`src/rtl/route_pkg.sv`:
```
// Shared route encoding, select constants and the priority route decoder
// for the route_demux slice.
package route_pkg;

    typedef enum logic [1:0] {
        ROUTE_P0 = 2'd0,
        ROUTE_P1 = 2'd1,
        ROUTE_P2 = 2'd2
    } route_e;

    localparam int unsigned NUM_PORTS = 3;

    localparam logic [3:0] SEL_P0    = 4'h1;
    localparam logic [3:0] SEL_P1_LO = 4'h2;
    localparam logic [3:0] SEL_P1_HI = 4'h3;

    // en only qualifies the port-0 term; everything unmatched falls to port 2.
    function automatic route_e route_decode(input logic [3:0] sel, input logic en);
        if (sel == SEL_P0 && en) begin
            return ROUTE_P0;
        end else if (sel == SEL_P1_LO || sel == SEL_P1_HI) begin
            return ROUTE_P1;
        end
        return ROUTE_P2;
    endfunction

endpackage

```
`src/rtl/route_demux_if.sv`:
```
// Handshake bundle of route_demux: one input stream, three output ports
// with payload and transfer counters.
interface route_demux_if #(
    parameter int unsigned DW = 8,
    parameter int unsigned CW = 8
);
    logic          valid_i;
    logic          ready_o;
    logic [3:0]    sel_i;
    logic          en_i;
    logic [DW-1:0] data_i;
    logic [2:0]    valid_o;
    logic [2:0]    ready_i;
    logic [DW-1:0] data0_o;
    logic [DW-1:0] data1_o;
    logic [DW-1:0] data2_o;
    logic [CW-1:0] cnt0_o;
    logic [CW-1:0] cnt1_o;
    logic [CW-1:0] cnt2_o;

    modport slave (
        input  valid_i, sel_i, en_i, data_i, ready_i,
        output ready_o, valid_o, data0_o, data1_o, data2_o, cnt0_o, cnt1_o, cnt2_o
    );

    modport master (
        output valid_i, sel_i, en_i, data_i, ready_i,
        input  ready_o, valid_o, data0_o, data1_o, data2_o, cnt0_o, cnt1_o, cnt2_o
    );
endinterface

```
`src/rtl/route_slot.sv`:
```
// One-entry output buffer with a wrapping transfer counter; a drain and a
// refill may happen in the same cycle.
module route_slot #(
    parameter int unsigned DW = 8,
    parameter int unsigned CW = 8
) (
    input  logic          clk_i,
    input  logic          rst_ni,
    input  logic          load_i,
    input  logic [DW-1:0] data_i,
    input  logic          ready_i,
    output logic          free_o,
    output logic          valid_o,
    output logic [DW-1:0] data_o,
    output logic [CW-1:0] cnt_o
);
    logic          valid_q, valid_d;
    logic [DW-1:0] data_q, data_d;
    logic [CW-1:0] cnt_q, cnt_d;
    logic          xfer;

    always_comb begin
        xfer    = valid_q && ready_i;
        free_o  = !valid_q || ready_i;
        valid_d = valid_q;
        data_d  = data_q;
        cnt_d   = cnt_q;
        if (xfer) begin
            valid_d = 1'b0;
            cnt_d   = cnt_q + 1'b1;
        end
        // A refill wins over the drain so the slot stays full with new data.
        if (load_i) begin
            valid_d = 1'b1;
            data_d  = data_i;
        end
    end

    always_ff @(posedge clk_i or negedge rst_ni) begin
        if (!rst_ni) begin
            valid_q <= 1'b0;
            data_q  <= '0;
            cnt_q   <= '0;
        end else begin
            valid_q <= valid_d;
            data_q  <= data_d;
            cnt_q   <= cnt_d;
        end
    end

    assign valid_o = valid_q;
    assign data_o  = data_q;
    assign cnt_o   = cnt_q;
endmodule

```
`src/rtl/route_demux.sv`:
```
// One-to-three stream demultiplexer: priority route decode feeding three
// independent one-entry output slots.
module route_demux
    import route_pkg::*;
#(
    parameter int unsigned DW = 8,
    parameter int unsigned CW = 8
) (
    input  logic         clk_i,
    input  logic         rst_ni,
    route_demux_if.slave bus
);
    route_e              route;
    logic [2:0]          free;
    logic [2:0]          load;
    logic                accept;
    logic [2:0]          valid;
    logic [DW-1:0]       data [NUM_PORTS];
    logic [CW-1:0]       cnt  [NUM_PORTS];

    // ready never looks at valid_i, only at the decoded target's slot.
    always_comb begin
        route = route_decode(bus.sel_i, bus.en_i);
        unique case (route)
            ROUTE_P0: bus.ready_o = free[0];
            ROUTE_P1: bus.ready_o = free[1];
            default:  bus.ready_o = free[2];
        endcase
        accept  = bus.valid_i && bus.ready_o;
        load    = 3'b000;
        load[0] = accept && (route == ROUTE_P0);
        load[1] = accept && (route == ROUTE_P1);
        load[2] = accept && (route == ROUTE_P2);
    end

    for (genvar k = 0; k < NUM_PORTS; k++) begin : g_slot
        route_slot #(
            .DW(DW),
            .CW(CW)
        ) u_slot (
            .clk_i  (clk_i),
            .rst_ni (rst_ni),
            .load_i (load[k]),
            .data_i (bus.data_i),
            .ready_i(bus.ready_i[k]),
            .free_o (free[k]),
            .valid_o(valid[k]),
            .data_o (data[k]),
            .cnt_o  (cnt[k])
        );
    end

    assign bus.valid_o = valid;
    assign bus.data0_o = data[0];
    assign bus.data1_o = data[1];
    assign bus.data2_o = data[2];
    assign bus.cnt0_o  = cnt[0];
    assign bus.cnt1_o  = cnt[1];
    assign bus.cnt2_o  = cnt[2];
endmodule

```
`src/flat_wrapper.sv`:
```
// flat-port wrapper written by rule: the top's interface ports become plain ports
module route_demux_flat import route_pkg::*;
#(
    parameter int unsigned DW = 8,
    parameter int unsigned CW = 8
)
  (clk_i, rst_ni, bus_valid_i, bus_sel_i, bus_en_i, bus_data_i, bus_ready_i, bus_ready_o, bus_valid_o, bus_data0_o, bus_data1_o, bus_data2_o, bus_cnt0_o, bus_cnt1_o, bus_cnt2_o);
  route_demux_if #(.DW(DW), .CW(CW)) bus_i ();
  input  logic clk_i;
  input  logic rst_ni;
  input wire logic [$bits(bus_i.valid_i)-1:0] bus_valid_i;
  input wire logic [$bits(bus_i.sel_i)-1:0] bus_sel_i;
  input wire logic [$bits(bus_i.en_i)-1:0] bus_en_i;
  input wire logic [$bits(bus_i.data_i)-1:0] bus_data_i;
  input wire logic [$bits(bus_i.ready_i)-1:0] bus_ready_i;
  output wire logic [$bits(bus_i.ready_o)-1:0] bus_ready_o;
  output wire logic [$bits(bus_i.valid_o)-1:0] bus_valid_o;
  output wire logic [$bits(bus_i.data0_o)-1:0] bus_data0_o;
  output wire logic [$bits(bus_i.data1_o)-1:0] bus_data1_o;
  output wire logic [$bits(bus_i.data2_o)-1:0] bus_data2_o;
  output wire logic [$bits(bus_i.cnt0_o)-1:0] bus_cnt0_o;
  output wire logic [$bits(bus_i.cnt1_o)-1:0] bus_cnt1_o;
  output wire logic [$bits(bus_i.cnt2_o)-1:0] bus_cnt2_o;
  assign bus_i.valid_i = bus_valid_i;
  assign bus_i.sel_i = bus_sel_i;
  assign bus_i.en_i = bus_en_i;
  assign bus_i.data_i = bus_data_i;
  assign bus_i.ready_i = bus_ready_i;
  assign bus_ready_o = bus_i.ready_o;
  assign bus_valid_o = bus_i.valid_o;
  assign bus_data0_o = bus_i.data0_o;
  assign bus_data1_o = bus_i.data1_o;
  assign bus_data2_o = bus_i.data2_o;
  assign bus_cnt0_o = bus_i.cnt0_o;
  assign bus_cnt1_o = bus_i.cnt1_o;
  assign bus_cnt2_o = bus_i.cnt2_o;
  route_demux #(.DW(DW), .CW(CW)) u_core (.clk_i(clk_i), .rst_ni(rst_ni), .bus(bus_i));
endmodule
```
`config.mk`:
```
export PLATFORM = sky130hd
export DESIGN_NAME = route_demux_flat
export DESIGN_NICKNAME = d
export VERILOG_FILES = /design/src/rtl/route_pkg.sv /design/src/rtl/route_demux_if.sv /design/src/rtl/route_slot.sv /design/src/rtl/route_demux.sv /design/src/flat_wrapper.sv
export SDC_FILE = /design/constraint.sdc
export NUM_CORES = 1
export LEC_CHECK = 0
export ABC_CLOCK_PERIOD_IN_PS = 2050
export CAP_MARGIN = 20
export CORE_UTILIZATION = 47
export CTS_BUF_LIST = sky130_fd_sc_hd__clkbuf_4 sky130_fd_sc_hd__clkbuf_8
export CTS_CLUSTER_DIAMETER = 120
export DETAILED_ROUTE_END_ITERATION = 12
export HOLD_SLACK_MARGIN = 0.06
export PLACE_DENSITY = 0.82
export SLEW_MARGIN = 20
export SYNTH_ARGS = -nofsm -noshare
export SYNTH_HDL_FRONTEND = slang
export SYNTH_SLANG_ARGS = --single-unit
```
`constraint.sdc`:
```
create_clock -name clk_i -period 2.05 [get_ports clk_i]
set_clock_uncertainty 0.15 [all_clocks]
set_input_delay 0.41 -clock clk_i [delete_from_list [all_inputs] [get_ports clk_i]]
set_output_delay 0.41 -clock clk_i [all_outputs]
set_load 0.005 [all_outputs]
```
* After elaboration in Yosys (flattened, before gate mapping)
Cells that the tools add are included.
** Cells by class
- Reduce and logical (&&, ||, !) cells :: 19
- Muxes and demuxes :: 12
- Add/sub/neg operators :: 3
- Eq/ne operators :: 5
** Operator list (number)
- adder 8 x 1 -> 8 bit, second input constant :: 3
- == test 4 x 2 -> 1 bit, second input constant :: 2
- logical AND 1 bit :: 8
- two-way mux 1 bit :: 8
- two-way mux 2 bit :: 3
- nonzero test 2 bit :: 3
- == test 4 x 1 -> 1 bit, second input constant :: 1
- logical OR 1 bit :: 4
- logical NOT 1 bit :: 3
- == test 2 x 1 -> 1 bit, second input constant :: 1
- == test 2 bit, second input constant :: 1
- logical NOT 2 bit :: 1
- one-hot mux 1 bit (2 select lines) :: 1
** Word-level totals
- Input port bits :: 19
- Register bits :: 51
- Word-level logic and storage cells :: 48
- Output and inout bits :: 52

* Logic depth before layout (Yosys ltp)
Gate-level depths: netlist of run 1.
- Depth in word-level cells :: 10
- Gate-level depth with buffers :: 4

* Modules after synthesis
Synthesis of run 1 repeated with hierarchy kept, for this count alone.
** Second synthesis, totals
- Cells, all modules :: 153
- Area, all modules :: 2147.1 sq um
** Modules (own cells, without submodules)
- route_slot :: area an instance 691.9 sq um, cells an instance 48, times used 3
- route_demux :: area an instance 71.3 sq um, cells an instance 9, times used 1

* Least setup slack after synthesis of run 1
OpenSTA, ideal clock, no wires.
- Path kind :: input port to flip-flop
- Start point :: in bus_sel_i[3]
- End point :: reg u_core.g_slot[2].u_slot.data_q[0]
- Path slack :: 0.476 ns
- Setup time :: 0.125 ns
- Arrival time :: 1.300 ns
- Stages on the path :: 3
- Cells stage by stage :: or2_4 o211ai_4 mux2_2
** Between the ends
- Cells in the longest elaborated chain, start to end :: 9
** RTL lines
- start, declared :: RTL line flat_wrapper.sv:12 : input wire logic [$bits(bus_i.sel_i)-1:0] bus_sel_i;
- == test 4 x 2 -> 1 bit :: RTL line route_pkg.sv:21 : end else if (sel == SEL_P1_LO || sel == SEL_P1_HI) begin
- logical OR 1 bit :: RTL line route_pkg.sv:21
- two-way mux 1 bit :: RTL line route_pkg.sv:21
- two-way mux 1 bit :: RTL line route_pkg.sv:19 : if (sel == SEL_P0 && en) begin
- two-way mux 2 bit * :: RTL line route_pkg.sv:24 : return ROUTE_P2;
- == test 2 x 1 -> 1 bit / logical NOT 2 bit (equally long branches) :: RTL line route_demux.sv:24 : unique case (route)
- one-hot mux 1 bit (2 select lines) :: RTL line route_demux.sv:24
- logical AND 1 bit :: RTL line route_demux.sv:29 : accept = bus.valid_i && bus.ready_o;
- logical AND 1 bit * :: RTL line route_demux.sv:33 : load[2] = accept && (route == ROUTE_P2);
- end signal, assigned :: RTL line route_slot.sv:46 : data_q <= data_d;
- end, declared :: RTL line route_slot.sv:18 : logic [DW-1:0] data_q, data_d;
Every way passes the cells marked *; elsewhere a longest branch is shown, timed or not.
A chain may end at the register's enable or synchronous reset.

* Final worst setup path of run 1
- Start point :: in bus_sel_i[3]
- End point :: out bus_ready_o
** Between the ends
- Cells in the longest elaborated chain, start to end :: 7
** RTL lines
- == test 4 x 2 -> 1 bit :: RTL line route_pkg.sv:21
- logical OR 1 bit :: RTL line route_pkg.sv:21
- two-way mux 1 bit :: RTL line route_pkg.sv:21
- two-way mux 1 bit :: RTL line route_pkg.sv:19
- two-way mux 2 bit * :: RTL line route_pkg.sv:24
- == test 2 x 1 -> 1 bit / logical NOT 2 bit (equally long branches) :: RTL line route_demux.sv:24
- one-hot mux 1 bit (2 select lines) * :: RTL line route_demux.sv:24
- end, declared :: RTL line flat_wrapper.sv:16 : output wire logic [$bits(bus_i.ready_o)-1:0] bus_ready_o;
Marks and branches as above.

==> results of run 1 <==
-- registers in the layout, summed over array words and instances (netlist names) --
register and count:
u_core.g_slot.u_slot.cnt_o 24, u_core.g_slot.u_slot.data_o 24, u_core.g_slot.u_slot.valid_o 3
-- layer usage --
metal	GRT usage, %	share of wire [%]	wire, um
met5	0	0	0
met3	6.25	5.4	236
met4	6.89	1.8	78
met2	32.4	50	2150
met1	24.1	43	1870
-- layout by cell type, fill, tap and decap left out, drive strengths merged, types with 2 or more instances in the layout --
cell type	count
buf	15
clkbuf	6
clkdlybuf4s50	66
dfrtp	51
dlygate4sd2	2
ha	3
inv	2
mux2	27
nand2	16
nand2b	3
nand3	5
nand4	3
nor2	7
nor3	6
nor4	2
o21ai	3
xnor2	6
xor2	15
-- layout make-up --
type                    instances  area (um^2)  area share, %
repair buffers                 84          821           26.3
clock buffers                   6         76.3           2.45
multi-input cells             104          861           27.6
clock inverters                 2         12.5          0.401
well taps                      52         65.1           2.09
inverters                       2         7.51          0.241
flip-flops and latches         51         1280           40.9
-- worst max-delay path, cell delays in order --
cell and delay (ns):
clkdlybuf4s50_1 0.42, or2_4 0.27, o21ai_2 0.13, o21ai_1 0.06, buf_2 0.12
-- worst max-delay path by stage --
stage | to | cells after the start | slack, ns
finish | bus_ready_o | 5 | 0.08
global route | bus_ready_o | 5 | 0.004
CTS | bus_ready_o | 5 | 0.07
detailed placement | bus_ready_o | 5 | -0.38
global placement | bus_ready_o | 5 | -0.35
floorplan | u_core.g_slot[2].u_slot.data_o[0]$_DFFE_PN0P_ | 3 | 0.48
-- logic make-up after synthesis --
group	synth area share, %
buffers and inverters	1.91
flip-flops	59.0
AND/OR/NAND/NOR	10.8
adder cells (fa/ha/maj)	1.74
XOR/XNOR	8.51
multiplexers	15.5
AO/OA/AOI/OAI	2.60
-- what timing repair did --
action | CTS | global route
hold buffers | 1 | 0
endpoints found under the setup margin | 1 | 1
buffers inserted | 0 | 0
hold endpoints to repair | 17 | 0
pin swaps | 2 | 0
resized for setup | 8 | 3
-- through the flow --
step | setup slack, ns | utilization (%) | cell area (um^2) | instances
2_1_floorplan | 0.476 | - | 2160 | 161
3_3_place_gp | -0.353 | 68.7 | 3010 | 292
3_5_place_dp | -0.378 | 68.7 | 3010 | 292
4_1_cts | 0.0684 | 70.9 | 3110 | 301
5_1_grt | 0.00409 | 71.1 | 3120 | 301
6_report | 0.0832 | 71.1 | 3120 | 301
-- power by group --
group | switching [mW] | internal, mW
Combinational | 0.256 | 0.586
Sequential | 0.186 | 1.21
Clock | 0.317 | 0.252
==> qor.txt, run 1 <==
Result of the run: finished, final reports clean
Critical path data required time: 1.49 ns
Critical path launch point type: input pin
Clk_lat worst skew: 0.30 ns
Power Density: 901 nW/um^2
DR vias: 1504
Dpl hpwl: 3.26 mm
Setup tns final: 0 ns
Seq cells post-synth: 51
ANT nets after route: 0
CTS tree: built
Ranking of synthesized cells by area: dfrtp_1 59%, mux2_2 9.9%, xor2_1 6.1%
RSZ-0062 raised after global routing: false
DR vias/cell: 5.00
Hold EP: u_core.g_slot[2].u_slot.cnt_o[7]$_DFFE_PN0P_
Worst slew margin: 73.3%
Vias in the first global route: 1587
R2r worst-path depth: 4
Post-synth EDFFs: 0
Hold path depth: 1
Most common cell in the synthesized netlist: dfrtp_1
Clk slew on worst S/H paths: 0.09 ns
Slew Limit Fails: 0
Crit Path Category: input pin to output port
WL final: 4.34 mm
Die H: 69.8 um
Leak Pwr: 1.43 nW
First-pass GRT wire length: 7.47 mm
ANT cells: 0
Num rows: 24
Initial antenna violation count: 0
Initial Utilization: 49.3%
Max-Cap Viols: 0
Die Wd: 69.8 um
Clk buf depth: 2
RR Startpoint: u_core.g_slot[0].u_slot.valid_o$_DFFE_PN0P_
Hold path start: u_core.g_slot[2].u_slot.cnt_o[7]$_DFFE_PN0P_
Synthesized instance count: 161
Synth cell count leaders: 51 x dfrtp_1, 19 x mux2_2, 16 x nand2_1
Top cell type's share of synthesized area: 59.0%
VDD IR-drop max: 0.556 mV
Routability cong.: 0.859
Clock Sinks: 51
Total track usage: 19.6%
Area delta synth->final: 44.3%
Final hold vios: 0
Yosys cell types: 26
Starting DRT DRC Count: 52
Hold WC Path Type: flip-flop to flip-flop
FILL cells: 329
Overall power: 2.81 mW
Post-synth top flop: dfrtp_1
Maximum number of pins on one net before global-route repair: 24
Placeable core area: 4380 um^2
R2r endpoint: u_core.g_slot[0].u_slot.data_o[3]$_DFFE_PN0P_
Synthesized area: 2160 um^2
Fmax: 508 MHz
Syn Nets: 183
CP arrival: 1.41 ns
Port bufs: 70
Clock Root Buffer: clkbuf_8
Die area: 4880 um^2
DRC: 0
Inserted Clock Buffers: 5
Area leader, netlist: dfrtp_1
Sequential fraction of the synthesis area: 59.0%
Syn Area/Cell: 13.4 um^2
I/O pins: 71
Worst Max-Slew Pin Slew: 0.401 ns
Final cycle utilization of the critical path: 95.9%
Critical path endpoint category: output port
Final setup viols: 0
Drt pass-1 iters: 2
WHS: 0.317 ns
Minimum clock period: 1.97 ns
CP Launch Point: bus_sel_i[3]
R2R setup slack: 0.42 ns
Synth Warn #: 0
Asr flop ratio synth: 100%
GRT overflow: 0
Share of cells above drive strength 1: 22.9%
Htree depth: 2
DR WL/cell: 14.4 um
Max FO, Critical Path: 3
Nets: 270
Power figures use the tool's default switching activity.
==> run 2: changes to the inputs <==
--- a/config.mk
+++ b/config.mk
@@ -5,7 +5,7 @@
 export SDC_FILE = /design/constraint.sdc
 export NUM_CORES = 1
 export LEC_CHECK = 0
-export ABC_CLOCK_PERIOD_IN_PS = 2050
+export ABC_CLOCK_PERIOD_IN_PS = 2200
 export CAP_MARGIN = 20
 export CORE_UTILIZATION = 47
 export CTS_BUF_LIST = sky130_fd_sc_hd__clkbuf_4 sky130_fd_sc_hd__clkbuf_8
==> constraint.sdc (replaced) <==
create_clock -name clk_i -period 2.2 [get_ports clk_i]
set_clock_uncertainty 0.15 [all_clocks]
set_input_delay 0.44 -clock clk_i [delete_from_list [all_inputs] [get_ports clk_i]]
set_output_delay 0.44 -clock clk_i [all_outputs]
set_load 0.005 [all_outputs]
==> qor.txt, run 2 (synthesized netlist as in run 1, its figures left out) <==
Clk buf depth: 2 (unchanged)
Power Density: 837 nW/um^2 (was 901 nW/um^2)
Crit-path max cell delay: 0.44 ns (was 0.42 ns)
Dpl hpwl: 3.30 mm (was 3.26 mm)
Vias in the first global route: 1596 (was 1587)
Fmax: 465 MHz
Crit Path Category: input pin to output port (unchanged)
CTS tree: built (unchanged)
WHS: 0.317 ns (about the same)
Slowest cell on crit path: clkdlybuf4s50_1 (unchanged)
Share of cells above drive strength 1: 22.3% (was 22.9%)
Postcts setup bufs: 0 (unchanged)
Clk_lat worst skew: 0.30 ns (about the same)
CP Cell Sequence: clkdlybuf4s50_1 -> and3b_1 -> a22oi_1 -> o21ai_1 -> dlygate4sd2_1 (was clkdlybuf4s50_1 -> or2_4 -> o21ai_2 -> o21ai_1 -> buf_2)
DP Cell Count: 290 (was 292)
Max FO, Critical Path: 2 (was 3)
RR Startpoint: u_core.g_slot[0].u_slot.valid_o$_DFFE_PN0P_ (unchanged)
Cell area after layout: 3130 um^2 (was 3120 um^2)
Placeable core area: 4380 um^2 (unchanged)
Worst slew margin: 62.1% (was 73.3%)
Max-Cap Viols: 0 (unchanged)
Most frequent cells in the layout: 64 x clkdlybuf4s50_1, 51 x dfrtp_1, 19 x mux2_2, 16 x nand2_1, 15 x xor2_1 (was 66 x clkdlybuf4s50_1, 51 x dfrtp_1, 19 x mux2_2, 16 x nand2_1, 15 x xor2_1)
Result of the run: finished, final reports clean (unchanged)
Leak Pwr: 1.45 nW (was 1.43 nW)
Clock Root Buffer: clkbuf_8 (unchanged)
Inserted Clock Buffers: 5 (unchanged)
Clk slew on worst S/H paths: 0.09 ns (about the same)
Final Util: 71.4% (was 71.1%)
Final hold vios: 0 (unchanged)
FILL cells: 335 (was 329)
Critical path data required time: 1.61 ns (was 1.49 ns)
DRC: 0 (unchanged)
Hold WC Path Type: flip-flop to flip-flop (unchanged)
WL final: 4.54 mm (was 4.34 mm)
Final setup viols: 0 (unchanged)
Num rows: 24 (unchanged)
First-pass GRT wire length: 7.41 mm (was 7.47 mm)
Reg area: 1280 um^2 (unchanged)
Maximum number of pins on one net before global-route repair: 28 (was 24)
Starting DRT DRC Count: 44 (was 52)
CP Launch Point: bus_sel_i[0] (was bus_sel_i[3])
ANT cells: 0 (unchanged)
Area delta synth->final: 44.8% (was 44.3%)
Clock Sinks: 51 (unchanged)
I/O pins: 71 (unchanged)
Die H: 69.8 um (unchanged)
Die area: 4880 um^2 (unchanged)
Slew Limit Fails: 0 (unchanged)
Most common cell after layout, fill and taps aside: clkdlybuf4s50_1 (unchanged)
Critical path endpoint category: output port (unchanged)
DR vias/cell: 5.10 (was 5.00)
Minimum clock period: 2.15 ns
DR WL/cell: 15.2 um (was 14.4 um)
Critical path launch point type: input pin (unchanged)
Drt pass-1 iters: 4 (was 2)
GRT overflow: 0 (unchanged)
ANT nets after route: 0 (unchanged)
Total track usage: 19.5% (was 19.6%)
VDD IR-drop max: 0.607 mV (was 0.556 mV)
Initial Utilization: 49.3% (unchanged)
Nets: 268 (was 270)
Port bufs: 70 (unchanged)
Hold path start: u_core.g_slot[2].u_slot.cnt_o[7]$_DFFE_PN0P_ (unchanged)
Final cycle utilization of the critical path: 97.7%
RSZ-0062 raised after global routing: false (unchanged)
Htree depth: 2 (unchanged)
Setup tns final: 0 ns (unchanged)
Die Wd: 69.8 um (unchanged)
Area of the multi-input gates: 862 um^2 (was 861 um^2)
Area post-placement: 3010 um^2 (about the same)
Final Non-Filler Cells: 299 (was 301)
CP arrival: 1.56 ns (was 1.41 ns)
Worst Max-Slew Pin Slew: 0.568 ns (was 0.401 ns)
Routability cong.: 0.841 (was 0.859)
DR vias: 1525 (was 1504)
Initial antenna violation count: 0 (unchanged)
## run 2: power by group
part / switching, mW / internal, mW / total [mW]
logic: 0.244 / 0.546 / 0.790
clock network: 0.306 / 0.222 / 0.527
registers: 0.175 / 1.13 / 1.30
## run 2: critical path, delay by kind of cell
family / cells / cell delay, ns
AND/OR/NAND/NOR: 1 / 0.21
buffers and inverters: 2 / 0.70
AO/OA/AOI/OAI: 2 / 0.22
## run 2: worst paths after layout
check | end | slack, ns | cells after the start
min reg2reg | u_core.g_slot[2].u_slot.cnt_o[7]$_DFFE_PN0P_ | 0.32 | 1
max | bus_ready_o | 0.05 | 5
max reg2reg | u_core.g_slot[0].u_slot.data_o[5]$_DFFE_PN0P_ | 0.58 | 4
max in group asynchronous | u_core.g_slot[2].u_slot.cnt_o[2]$_DFFE_PN0P_ | 0.84 | 3
min | u_core.g_slot[2].u_slot.cnt_o[7]$_DFFE_PN0P_ | 0.32 | 1
min in group asynchronous | u_core.g_slot[1].u_slot.data_o[1]$_DFFE_PN0P_ | 0.52 | 2
## run 2: repair_timing
item | CTS | global route
hold endpoints to repair | 24 | 0
gates cloned | 0 | 0
pin swaps | 1 | 3
setup endpoints to repair | 1 | 1
gates resized for setup | 7 | 4
hold buffers | 1 | 0
## run 2: metal layers
layer | GRT usage (%) | up-vias | routed length [um] | part of all wire, %
li1 | - | 720 | - | -
met1 | 23.2 | 733 | 1860 | 41
met2 | 32.9 | 55 | 2240 | 49
met3 | 4.51 | 17 | 240 | 5.3
met4 | 10.2 | 0 | 202 | 4.5
met5 | 0 | - | 0 | 0
## run 2: cell type report
class | instances | area share [%]
clock buffer | 5 | 2.20
multi-input combinational | 104 | 27.5
tap | 52 | 2.08
inverter | 2 | 0.240
timing repair buffer | 82 | 26.5
clock inverter | 3 | 0.639
sequential | 51 | 40.8
## run 2: stage by stage
step	setup WS (ns)	total power [mW]
3_3_place_gp	-0.269	2.09
5_1_grt	0.0122	2.77
6_report	0.0514	2.62
3_5_place_dp	-0.275	2.12
2_1_floorplan	0.596	1.58
4_1_cts	0.000949	2.65
